## src/rtl/vga_pkg.sv

```systemverilog
// Shared 640x480@60 timing constants, lock-state encoding and counter helpers
// for the VGA timing generator and the sync decoder.
package vga_pkg;

  localparam int H_VISIBLE   = 640;
  localparam int H_FRONT     = 16;
  localparam int H_SYNC      = 96;
  localparam int H_TOTAL     = 800;
  localparam int V_VISIBLE   = 480;
  localparam int V_FRONT     = 10;
  localparam int V_SYNC      = 2;
  localparam int V_TOTAL     = 525;
  localparam int LOCK_FRAMES = 2;

  // Width of every measurement counter; all-ones doubles as the saturation value.
  localparam int CNT_W = 11;

  typedef enum logic [1:0] {
    SEARCH,
    CHECK,
    LOCKED
  } lock_state_t;

  function automatic logic [CNT_W-1:0] sat_inc(input logic [CNT_W-1:0] v);
    return (v == {CNT_W{1'b1}}) ? v : v + CNT_W'(1);
  endfunction

endpackage

```

## src/rtl/vga_sync_meter.sv

```systemverilog
// Registers one active-low sync input, flags its edges and measures its period
// and low width in units of 'step' (clocks for hsync, hsync falls for vsync).
module vga_sync_meter
  import vga_pkg::*;
(
  input  logic             clk,
  input  logic             rst,
  input  logic             sync_n,
  input  logic             step,
  output logic             fall,
  output logic             rise,
  output logic             sat,
  output logic [CNT_W-1:0] total,
  output logic [CNT_W-1:0] period,
  output logic [CNT_W-1:0] width
);

  logic             sync_q;
  logic             sync_prev;
  logic [CNT_W-1:0] cnt;

  assign fall  = !sync_q && sync_prev;
  assign rise  = sync_q && !sync_prev;
  assign sat   = (cnt == {CNT_W{1'b1}});
  // Count including this cycle's step, so a step coinciding with a fall is
  // charged to the period that fall closes.
  assign total = step ? sat_inc(cnt) : cnt;

  always_ff @(posedge clk) begin
    if (rst) begin
      // Idle-high reset so the first sample after reset cannot fake a fall.
      sync_q    <= 1'b1;
      sync_prev <= 1'b1;
      cnt       <= '0;
      period    <= '0;
      width     <= '0;
    end else begin
      // NOTE: non-blocking assignments let sync_prev capture the old sync_q.
      sync_q    <= sync_n;
      sync_prev <= sync_q;
      if (fall) begin
        cnt    <= '0;
        period <= total;
        width  <= {{(CNT_W-1){1'b0}}, step};
      end else begin
        cnt <= total;
        if (!sync_q && step) width <= sat_inc(width);
      end
    end
  end

endmodule

```

## src/rtl/vga_sync_decoder.sv

```systemverilog
// Receive-side VGA timing checker: locks onto the configured mode and
// regenerates pixel coordinates two clocks behind the generator's counters.
module vga_sync_decoder #(
  parameter int H_VISIBLE   = vga_pkg::H_VISIBLE,
  parameter int H_FRONT     = vga_pkg::H_FRONT,
  parameter int H_SYNC      = vga_pkg::H_SYNC,
  parameter int H_TOTAL     = vga_pkg::H_TOTAL,
  parameter int V_VISIBLE   = vga_pkg::V_VISIBLE,
  parameter int V_FRONT     = vga_pkg::V_FRONT,
  parameter int V_SYNC      = vga_pkg::V_SYNC,
  parameter int V_TOTAL     = vga_pkg::V_TOTAL,
  parameter int LOCK_FRAMES = vga_pkg::LOCK_FRAMES
) (
  input  logic        clk,
  input  logic        rst,
  input  logic        hsync,
  input  logic        vsync,
  output logic        locked,
  output logic [9:0]  px_x,
  output logic [8:0]  px_y,
  output logic        visible,
  output logic [10:0] meas_h_total,
  output logic [10:0] meas_v_total,
  output logic [15:0] frame_err_cnt
);
  import vga_pkg::*;

  localparam logic [9:0] H_RELOAD = 10'(H_VISIBLE + H_FRONT);
  localparam logic [9:0] V_RELOAD = 10'(V_VISIBLE + V_FRONT);

  logic             h_fall, h_rise, h_sat;
  logic             v_fall, v_rise, unused_v_sat;
  logic [CNT_W-1:0] h_total, h_width, v_total, v_width;

  lock_state_t state, state_next;
  logic [3:0]  good_cnt, good_next;
  logic        err_inc;
  logic        frame_ok, line_bad, vwid_bad, frame_good;
  logic [9:0]  hpos, vpos;

  vga_sync_meter u_hmeter (
    .clk    (clk),
    .rst    (rst),
    .sync_n (hsync),
    .step   (1'b1),
    .fall   (h_fall),
    .rise   (h_rise),
    .sat    (h_sat),
    .total  (h_total),
    .period (meas_h_total),
    .width  (h_width)
  );

  vga_sync_meter u_vmeter (
    .clk    (clk),
    .rst    (rst),
    .sync_n (vsync),
    .step   (h_fall),
    .fall   (v_fall),
    .rise   (v_rise),
    .sat    (unused_v_sat),
    .total  (v_total),
    .period (meas_v_total),
    .width  (v_width)
  );

  assign line_bad   = (h_fall && h_total != CNT_W'(H_TOTAL)) ||
                      (h_rise && h_width != CNT_W'(H_SYNC));
  assign vwid_bad   = v_rise && v_width != CNT_W'(V_SYNC);
  // Same-cycle line errors still belong to the frame this vsync fall closes.
  assign frame_good = frame_ok && !line_bad && !vwid_bad &&
                      (v_total == CNT_W'(V_TOTAL));

  always_comb begin
    // NOTE: every variable is defaulted first so no branch can infer a latch.
    state_next = state;
    good_next  = good_cnt;
    err_inc    = 1'b0;
    unique case (state)
      SEARCH: begin
        if (v_fall) begin
          state_next = CHECK;
          good_next  = '0;
        end
      end
      CHECK: begin
        if (h_sat) begin
          state_next = SEARCH;
          err_inc    = 1'b1;
        end else if (v_fall) begin
          if (frame_good) begin
            good_next = good_cnt + 4'd1;
            if (good_next == 4'(LOCK_FRAMES)) state_next = LOCKED;
          end else begin
            good_next = '0;
            err_inc   = 1'b1;
          end
        end
      end
      LOCKED: begin
        if (h_sat || (v_fall && !frame_good)) begin
          state_next = SEARCH;
          err_inc    = 1'b1;
        end
      end
      default: state_next = SEARCH;
    endcase
  end

  always_ff @(posedge clk) begin
    if (rst) begin
      state         <= SEARCH;
      good_cnt      <= '0;
      locked        <= 1'b0;
      frame_ok      <= 1'b0;
      frame_err_cnt <= '0;
    end else begin
      state    <= state_next;
      good_cnt <= good_next;
      locked   <= (state_next == LOCKED);
      if (v_fall)                    frame_ok <= 1'b1;
      else if (line_bad || vwid_bad) frame_ok <= 1'b0;
      if (err_inc && frame_err_cnt != 16'hFFFF) frame_err_cnt <= frame_err_cnt + 16'd1;
    end
  end

  // Free-running position, re-anchored at every sync fall in any state.
  always_ff @(posedge clk) begin
    if (rst) begin
      hpos <= '0;
      vpos <= '0;
    end else begin
      if (h_fall)                          hpos <= H_RELOAD;
      else if (hpos == 10'(H_TOTAL - 1))   hpos <= '0;
      else                                 hpos <= hpos + 10'd1;

      if (v_fall)                          vpos <= V_RELOAD;
      else if (!h_fall && hpos == 10'(H_TOTAL - 1))
        vpos <= (vpos == 10'(V_TOTAL - 1)) ? 10'd0 : vpos + 10'd1;
    end
  end

  assign px_x    = locked ? {1'b0, hpos[9:1]} : '0;
  assign px_y    = locked ? {1'b0, vpos[8:1]} : '0;
  assign visible = locked && (hpos < 10'(H_VISIBLE)) && (vpos < 10'(V_VISIBLE));

endmodule

```

## config.mk

```make
export PLATFORM = sky130hd
export DESIGN_NAME = vga_sync_decoder
export DESIGN_NICKNAME = d
export VERILOG_FILES = /design/src/rtl/vga_pkg.sv /design/src/rtl/vga_sync_meter.sv /design/src/rtl/vga_sync_decoder.sv
export SDC_FILE = /design/constraint.sdc
export NUM_CORES = 1
export LEC_CHECK = 0
export ABC_AREA = 1
export CELL_PAD_IN_SITES_DETAIL_PLACEMENT = 1
export CELL_PAD_IN_SITES_GLOBAL_PLACEMENT = 2
export CORE_ASPECT_RATIO = 1.4
export CORE_MARGIN = 2
export CORE_UTILIZATION = 34
export CTS_CLUSTER_SIZE = 24
export DETAILED_ROUTE_END_ITERATION = 16
export PLACE_DENSITY = 0.93
export REMOVE_ABC_BUFFERS = 1
export SETUP_SLACK_MARGIN = 0.02
export SLEW_MARGIN = 0
export SYNTH_ARGS = -nofsm -noshare
export SYNTH_HDL_FRONTEND = slang
export SYNTH_SLANG_ARGS = --single-unit
```

## constraint.sdc

```tcl
create_clock -name clk -period 5.6 [get_ports clk]
set_clock_uncertainty 0.1 [all_clocks]
set_input_delay 1.12 -clock clk [delete_from_list [all_inputs] [get_ports clk]]
set_output_delay 1.12 -clock clk [all_outputs]
set_load 0.01 [all_outputs]
```

==> results.yml <==
outcome:
  status: "complete, no violations"
timing:
  hold_viol: 0
  holdWs_ps: 352
  tightest_slew_ps: 712
  min_period_ps: 3280
  report.final.slew_viol_count: 0
  timing.fmax_mhz: 305
  relSlewSlack_pct: 52.4
  fin_setup_tns_ps: 0
  fin_crit_sh_pct: 58.5
  finalSetupViolCount: 0
  grt_setup_unrepaired: "no"
clocking:
  postCtsSetupBuffers: 0
  insertion_delay_ps: 420
  cts_max_level: 4
  cts_buffer_depth: 2
  cts.sinks: 114
  cts_buffers: 17
  tritoncts: "done"
  cts_resized: 0
  clockRootBuffer: "clkbuf_16"
  hold_buffers: 0
  clk_pin_slew_ps: 50
critical_path:
  critical_path_buf_inv_count: 1
  r2r_setup_slack_ps: 2580
  crit_required_ps: 4380
  crit_path_max_fanout: 19
  timing.rr.end: "vpos[3]$_SDFFE_PP0P_"
  rr_worst_depth: 15
  end_kind: "output pin"
  path_depth: 3
  worstPathCellList: "nand3_1 > a21oi_1 > clkdlybuf4s50_1"
  cp_slowest_cell: "dfxtp_1"
  path_delay_family: "flip-flops"
  critPathKind: "flip-flop to output pin"
  max_stage_delay_ps: 770
  rr_startpoint: "hpos[0]$_SDFF_PP0_"
  arrival_ps: 2060
  start_kind: "flip-flop"
global_route:
  globalRouteTotalUtil_pct: 18.4
  grt_pass1_vias: 5865
  grt_pass1_wl_mm: 27.5
  antenna_found_initial: 0
  grt.overflow.total: 0
  grt_max_degree: 20
pwr:
  internal_power_uw: 1730
  p_sw_share_pct: 21.1
  power_frac_seq_pct: 38.5
  power_frac_clock_pct: 56.8
  power_density_nw_per_um2: 295
  power.share.combinational_pct: 4.7
  p_switching_uw: 463
  max-vdd-ir-drop_uv: 159
  p_leak_uw: 0.00302
placed_design:
  hpwl_mm: 11.7
  gp_congestion: 0.825
  dpl.cell_count: 1128
  placed_area_um2: 6740
  port_buffers: 60
detailed_routing:
  via_per_inst: 4.83
  drt_first_pass_iters: 6
  drc: 0
  routed_wl_mm: 16.2
  first_iter_violations: 176
  wl_per_cell_um: 13.9
  ant_nets: 0
  vias: 5608
synth:
  synthXorXnorAreaFrac_pct: 3.69
  yosys.area_share.adder_pct: 3.37
  yosysTopAreaCell: "dfxtp_1"
  syn_area_um2: 5940
  syn_avg_cell_area_um2: 6.98
  synth_cell_type_count: 46
  synth-seq-area-share_pct: 38.4
  yosys_warnings: 0
  yosys.area_share.simple_pct: 32.2
  synthTopCellsByArea: "dfxtp_1 38%, nand2_1 11%, inv_1 8.5%"
  syn_inst: 851
  synth_top_family_by_area: "simple AND/OR/NAND/NOR gates"
  synth_compound_area_share_pct: 11.4
  synthMuxAreaShare_pct: 0
  synth-seq-cells: 114
  synth_top_cell_area_share_pct: 38.4
floorplanning:
  die_area_um2: 18500
  core.rowCount: 57
  die_w_um: 116
  boundaryPins: 63
  start_util_pct: 34.4
  die_y_um: 160
  core_area_um2: 17300
finish:
  diodes: 0
  multi_input_area_um2: 3020
  nets: 931
  final_cell_mix: "177 x nand2_1, 135 x inv_1, 114 x dfxtp_1"
  layout.cells.non_filler: 1160
  fin_area_um2: 7420
  layout-drive-gt1-share_pct: 8.55
  mostFrequentLayoutCell: "nand2_1"
  synthToLayoutAreaGrowth_pct: 24.9
  seq_area_um2: 2280
  fillers: 2222
  final_core_util_pct: 43.0
job:
  drv_cap: 0
worst_hold_path:
  min_to: "u_vmeter.period[9]$_SDFFE_PP0P_"
  hp-start: "u_vmeter.period[9]$_SDFFE_PP0P_"
  hold_path.class: "flip-flop to flip-flop"
  hold_depth: 2
==> worst reg2reg max path: stages (launching register included) <==
cell,delay [ps]
dfxtp_1,360
ha_1,180
nand2_1,80
nor2_1,90
inv_1,60
nor2_1,160
inv_1,80
nor4_1,170
inv_1,90
nor2_1,350
inv_1,290
nor2_1,450
inv_1,150
o221ai_1,210
nand2_1,90
inv_1,60
==> layer usage <==
layer	up-vias	share of wire, %	track usage [%]
met5	-	0	0
met4	0	1.9	7.25
met3	23	2.2	2.98
met2	61	55	34.5
met1	2678	41	20.2
li1	2846	-	-
==> through the flow <==
step | setup slack (ps) | total power, µW
6_report | 2320 | 2190
3_3_place_gp | 1920 | 961
3_5_place_dp | 1870 | 963
4_1_cts | 2260 | 2210
2_1_floorplan | 2780 | 922
5_1_grt | 2070 | 2260
==> flip-flops by register name (all words and copies together), names as in the netlist <==
signal and count:
frame_err_cnt 16, frame_ok 1, good_cnt 4, hpos 10
locked 1, state 2, u_hmeter.cnt 11, u_hmeter.period 11
u_hmeter.sync_prev 1, u_hmeter.sync_q 1, u_hmeter.width 11, u_vmeter.cnt 11
u_vmeter.period 11, u_vmeter.sync_prev 1, u_vmeter.sync_q 1, u_vmeter.width 11
vpos 10
==> power groups by stage <==
stage	sequential, µW	combinational [µW]	clock (µW)
2_1_floorplan	857	65.3	0
3_3_place_gp	861	99.9	0
3_5_place_dp	861	103	0
4_1_cts	844	104	1270
5_1_grt	846	117	1300
6_report	844	102	1240
==> cell families after synthesis <==
logic type,count (synthesis)
AO/OA/AOI/OAI,119
XOR/XNOR,25
adder cells (fa/ha/maj),16
buffers and inverters,162
flip-flops,114
other,1
AND/OR/NAND/NOR,414
==> cell usage after synthesis, drive strengths merged <==
master / count
o21ai: 46
a211oi: 1
nor3b: 3
o31ai: 2
clkbuf: 16
dfxtp: 114
o22ai: 3
nor4: 7
a21boi: 1
conb: 1
ha: 16
buf: 7
xor2: 18
a21oi: 58
or2: 4
nor3: 27
clkinv: 3
xnor2: 7
and3: 1
nand3b: 3
inv: 136
nor2: 87
nand4: 31
a31oi: 2
o21a: 3
o221ai: 1
o21bai: 2
nand2: 194
nand3: 57
==> cell type report <==
type / count / area share [%]
tap: 236 / 3.98
multi-input combinational: 576 / 40.7
sequential: 114 / 30.8
timing repair buffer: 63 / 8.40
clock buffer: 22 / 6.39
clock inverter: 10 / 2.73
inverter: 139 / 7.05
==> worst max path at each step <==
stage	startpoint	endpoint	slack [ps]
finish	locked$_SDFF_PP0_	visible	2320
global route	rst	vpos[4]$_SDFFE_PP0P_	2070
CTS	locked$_SDFF_PP0_	visible	2260
detailed placement	rst	vpos[4]$_SDFFE_PP0P_	1870
global placement	rst	vpos[4]$_SDFFE_PP0P_	1920
floorplan	rst	vpos[4]$_SDFFE_PP0P_	2780
No activity file was read; power rests on OpenSTA's default activity.
